==> config.mk <==
export PLATFORM = sky130hd
export DESIGN_NAME = cmp_result_tracker
export DESIGN_NICKNAME = d
export VERILOG_FILES = /design/src/rtl/cmp_result_tracker.sv
export SDC_FILE = /design/constraint.sdc
export NUM_CORES = 1
export LEC_CHECK = 0
export CAP_MARGIN = 20
export CORE_UTILIZATION = 49
export DETAILED_ROUTE_END_ITERATION = 6
export PLACE_DENSITY = 0.84
export SLEW_MARGIN = 20
export SYNTH_ARGS = -nofsm -noshare
export SYNTH_HDL_FRONTEND = slang
export SYNTH_SLANG_ARGS = --single-unit
==> constraint.sdc <==
create_clock -name clk -period 3.1 [get_ports clk]
set_clock_uncertainty 0.2 [all_clocks]
set_input_delay 0.93 -clock clk [delete_from_list [all_inputs] [get_ports clk]]
set_output_delay 0.93 -clock clk [all_outputs]
set_load 0.01 [all_outputs]
==> src/rtl/cmp_result_tracker.sv <==
// cmp_result_tracker: counts magnitude-comparator outcomes, detects equal runs, latches non-one-hot samples
module cmp_result_tracker #(
  parameter int CNT_W  = 8,
  parameter int EQ_RUN = 3
) (
  input  logic             clk,
  input  logic             rst,
  input  logic             in_valid,
  input  logic             f1,
  input  logic             f2,
  input  logic             f3,
  input  logic             clr,
  output logic [CNT_W-1:0] gt_cnt,
  output logic [CNT_W-1:0] eq_cnt,
  output logic [CNT_W-1:0] lt_cnt,
  output logic [3:0]       run_len,
  output logic             hit,
  output logic             hit_pulse,
  output logic             err,
  output logic [1:0]       state
);
  typedef enum logic [1:0] {IDLE = 2'd0, RUN = 2'd1, LOCK = 2'd2, ERR = 2'd3} state_t;
  localparam logic [3:0] RUN_MAX = 4'(EQ_RUN);
  state_t           r_state, w_state_nx;
  logic [3:0]       r_run, w_run_nx;
  logic             r_pulse, w_pulse_nx;
  logic [CNT_W-1:0] r_gt, r_eq, r_lt;
  logic             w_oh, w_act, w_take;
  // odd parity excluding 111 leaves exactly the one-hot patterns
  assign w_oh   = (f1 ^ f2 ^ f3) & ~(f1 & f2 & f3);
  assign w_act  = in_valid & (r_state != ERR);
  assign w_take = w_act & w_oh;
  always_comb begin
    w_state_nx = r_state;
    w_run_nx   = r_run;
    w_pulse_nx = 1'b0;
    if (w_act && !w_oh) begin
      w_state_nx = ERR;
      w_run_nx   = '0;
    end else if (w_take && !f2) begin
      w_state_nx = IDLE;
      w_run_nx   = '0;
    end else if (w_take && r_state != LOCK) begin
      w_run_nx   = r_run + 4'd1;
      w_state_nx = (w_run_nx == RUN_MAX) ? LOCK : RUN;
      w_pulse_nx = w_run_nx == RUN_MAX;
    end
  end
  always_ff @(posedge clk) begin
    if (rst || clr) begin
      r_state <= IDLE;
      r_run   <= '0;
      r_pulse <= 1'b0;
      r_gt    <= '0;
      r_eq    <= '0;
      r_lt    <= '0;
    end else begin
      r_state <= w_state_nx;
      r_run   <= w_run_nx;
      r_pulse <= w_pulse_nx;
      if (w_take && f1 && r_gt != '1) r_gt <= r_gt + CNT_W'(1);
      if (w_take && f2 && r_eq != '1) r_eq <= r_eq + CNT_W'(1);
      if (w_take && f3 && r_lt != '1) r_lt <= r_lt + CNT_W'(1);
    end
  end
  assign gt_cnt    = r_gt;
  assign eq_cnt    = r_eq;
  assign lt_cnt    = r_lt;
  assign run_len   = r_run;
  assign hit       = r_state == LOCK;
  assign hit_pulse = r_pulse;
  assign err       = r_state == ERR;
  assign state     = r_state;
endmodule

---- Word level (Yosys, flattened, before mapping) ----
Cells that the tools add are included.
cells by class
  add/sub/neg operators ................... 4
  reductions and logical operators ........ 15
  equal/unequal tests ..................... 8
  bitwise gates (word level) .............. 9
  multiplexer cells ....................... 4
operators with widths
  operator                                        count
  adder 8 x 1 -> 8 bit (second input constant)    3
  inequality test 8 bit (second input constant)   3
  logical AND 1 bit                               9
  two-way mux 2 bit                               4
  AND 1 bit                                       5
  adder 4 x 1 -> 4 bit (second input constant)    1
  == test 2 bit (second input constant)           2
  == test 4 x 2 -> 1 bit (second input constant)  1
  inequality test 2 bit (second input constant)   2
  OR reduction 4 bit                              1
  nonzero test 3 bit                              1
  OR reduction 3 bit                              1
  logical NOT 1 bit                               2
  inverter 1 bit                                  2
  bitwise XOR 1 bit                               2
  logical OR 1 bit                                1
storage, ports and cells
  word-level logic and storage cells ...... 46
  bits of input ports ..................... 7
  register bits after elaboration ......... 31

---- Longest topological paths before layout ----
  depth after elaboration ................. 9
  mapped depth ............................ 6

---- Worst setup path before layout ----
No wires, ideal clock.
  path type ............................... in2reg
  from .................................... in f1
  to ...................................... reg r_eq[5] (netlist: eq_cnt[5])
  data arrival time ....................... 2.375 ns
  path buffers ............................ 1
  library setup time ...................... 0.132 ns
  stages .................................. 6
  data required time ...................... 2.768 ns
  path slack .............................. 0.393 ns
  path through ............................ ha_1 nor3b_4 o211ai_1 buf_2 o41ai_1 a21oi_1
between the ends
  longest elaborated chain between the ends .. 7
ends and longest elaborated chain
  element                             line  RTL
  start, declared                     9     input logic f1,
  AND 1 bit (2 in a row)              30    assign w_oh = (f1 ^ f2 ^ f3) & ~(f1 & f2 & f3);
  inverter 1 bit                      30
  AND 1 bit (*)                       30
  AND 1 bit (*)                       32    assign w_take = w_act & w_oh;
  logical AND 1 bit (*) (2 in a row)  62    if (w_take && f2 && r_eq != '1) r_eq <= r_eq + CNT_W'(1);
  end signal, assigned                62
  end, declared                       27    logic [CNT_W-1:0] r_gt, r_eq, r_lt;
Mark *: on every way between the ends. The rest lies on a longest branch, timed or not.
A chain may end at the register's enable or synchronous reset.

---- Worst setup path after layout ----
  from .................................... in f1
  to ...................................... reg r_eq[3] (netlist: eq_cnt[3])
Same word-level chain as after synthesis.

==> impl_metrics.ini <==
[detailed_routing]
first_pass_iters = 4
vias = 1710
routedWlPerCell_um = 13.56
wl_mm = 3.918
drc = 0
routed_via_density = 5.917
drt-initial-drc-count = 91
route.antenna.remaining_nets = 0

[final_layout]
antenna_cells = 0
layout_common_cells = clkdlybuf4s50_1 (39), dfxtp_1 (31), a21oi_1 (19)
synthToLayoutAreaGrowth_pct = 35.96
final_common_cell = clkdlybuf4s50_1
drive_gt1_frac = 0.1184
nets = 257
fin_util = 0.7202

[die]
num_rows = 20
initial_core_util = 0.5298
fp.coreArea_sq_um = 3153
num_io_pins = 40
die_height_um = 60.39
die_x_um = 60.39
die_area_sq_um = 3646

[timing]
max_freq_ghz = 0.3486
rsz0062_at_grt = false
post-route-period-util = 0.9253
hold_violations = 0
drv_slew = 0
tightest_slew_ps = 491.9
holdWs_ps = 300.3
setup_viol = 0
final.setup.tns_ps = 0
finalCriticalPeriod_ps = 2868
slew_headroom = 0.6707
fin_ws_ps = 231.7

[clock_network]
clockBufferDepth = 2
postCtsResizedCells = 0
post-cts-setup-buffers = 0
clkTransAtPathRegs_ps = 110
cts_sinks = 31
ctsHoldBuffers = 0
clock_latency_ps = 330
cts_tree = yes
cts_buffers = 5
h-tree-depth = 2
root_buffer = clkbuf_4

[synth]
synth_ff_type = dfxtp_1
synth_edf_count = 0
synth_cells = 191
ys_warn_count = 0
syn_area_sq_um = 1670
synth_seq_cells = 31
async_flop_share = 0
yosysUniqueCellTypes = 48
seq_area_frac_synth = 0.3715
synth.avg_cell_area_sq_um = 8.745
syn_nets = 204

[global_routing]
grt_first_pass_wirelength_mm = 6.603
grt_remaining_overflow = 0
grt_max_degree = 20
grt_pass1_vias = 1546
grtUsageTotal = 0.2426
antenna_found_initial = 0

[power]
power.density_nw_per_um2 = 365.2
leakage_nw = 0.7646
max-vdd-ir-drop_v = 0.0003176
power_mw = 0.8293

[worst_hold_path]
hold_path.class = reg -> reg

[place]
dp_hpwl_mm = 2.874
globalplace.congestion = 0.8982
dp_worst_setup_slack_ps = -99.94
portBuffers = 39

[run]
drv_cap = 0

[critical_path]
end_kind = flop
critPathMaxFanout = 7
critical_path_required_ps = 3170
startpoint_type = input pin
path_class = in -> reg
arrival_ps = 2940

[status]
status = complete, no violations
==> state kept, by name (all words and copies together) (netlist names) <==
name       cells
gt_cnt         8
state          2
lt_cnt         8
eq_cnt         8
hit_pulse      1
run_len        4
==> per-layer routing <==
layer,track usage,up-vias,routed length [um]
li1,-,849,-
met1,0.2878,795,1717
met2,0.3972,59,1888
met3,0.06397,7,249
met4,0.1362,0,62
met5,0,-,0
==> final timing paths <==
| kind | start | end | slack, ps | depth (start not counted) |
|---|---|---|---|---|
| hold / removal | gt_cnt[5] | gt_cnt[5] | 300 | 1 |
| hold reg to reg | gt_cnt[5] | gt_cnt[5] | 300 | 1 |
| setup reg to reg | eq_cnt[0] | eq_cnt[3] | 1060 | 5 |
| setup / recovery | f1 | eq_cnt[3] | 230 | 6 |
==> synthesized netlist by cell type, drive strengths merged, types with 2 or more instances <==
cell,instances,area (sq um)
and3,3,18.77
o211ai,4,40.03
o311ai,2,17.52
nand2,7,26.28
o31ai,7,52.55
a21oi,19,95.09
o21ai,7,35.03
ha,6,75.07
buf,4,25.02
o22ai,2,12.51
xnor2,3,26.28
inv,6,22.52
a211oi,4,30.03
o2111ai,3,26.28
clkbuf,3,11.26
dfxtp,31,620.6
nand4,5,31.28
and4,3,26.28
nor2,14,52.55
o41ai,3,26.28
nor3,5,25.02
a21boi,3,33.78
nand3,13,65.06
or3,6,37.54
xor2,3,26.28
or4,6,45.04
and2,2,12.51
nor3b,2,26.28
==> worst max-delay path, stage by stage <==
cell and delay (ps):
clkdlybuf4s50_1 430, ha_1 370, nor3b_4 240, o211ai_1 250, or4_1 560, a21oi_1 160
==> kinds of logic (layout without fill, tap and decap cells) <==
kind of cell | after synthesis | after routing | share of synthesized area
AND/OR/NAND/NOR | 73 | 73 | 0.2502
adder cells (fa/ha/maj) | 6 | 6 | 0.04494
XOR/XNOR | 6 | 6 | 0.03147
flip-flops | 31 | 31 | 0.3715
AO/OA/AOI/OAI | 61 | 61 | 0.2607
multiplexers | 1 | 1 | 0.005993
buffers and inverters | 13 | 67 | 0.03520
==> per-stage QoR <==
stage	area, sq um	instances
2_1_floorplan	1670	191
3_3_place_gp	2185	281
3_5_place_dp	2185	281
4_1_cts	2271	289
5_1_grt	2271	289
6_report	2271	289
==> cell type report <==
| class | count | area, sq um |
|---|---|---|
| inverters | 6 | 22.52 |
| clock inverters | 2 | 35.03 |
| fillers | 259 | 882.1 |
| repair buffers | 53 | 495.5 |
| well taps | 44 | 55.05 |
| multi-input cells | 147 | 991.0 |
| clock buffers | 6 | 51.30 |
| flip-flops and latches | 31 | 620.6 |
==> report_power, final <==
group	total, mW	switching (mW)	internal (mW)
sequential	0.407	0.00569	0.401
combinational	0.0834	0.0415	0.0418
clock	0.339	0.148	0.191
total	0.829	0.196	0.634
No activity file was read; power rests on OpenSTA's default activity.
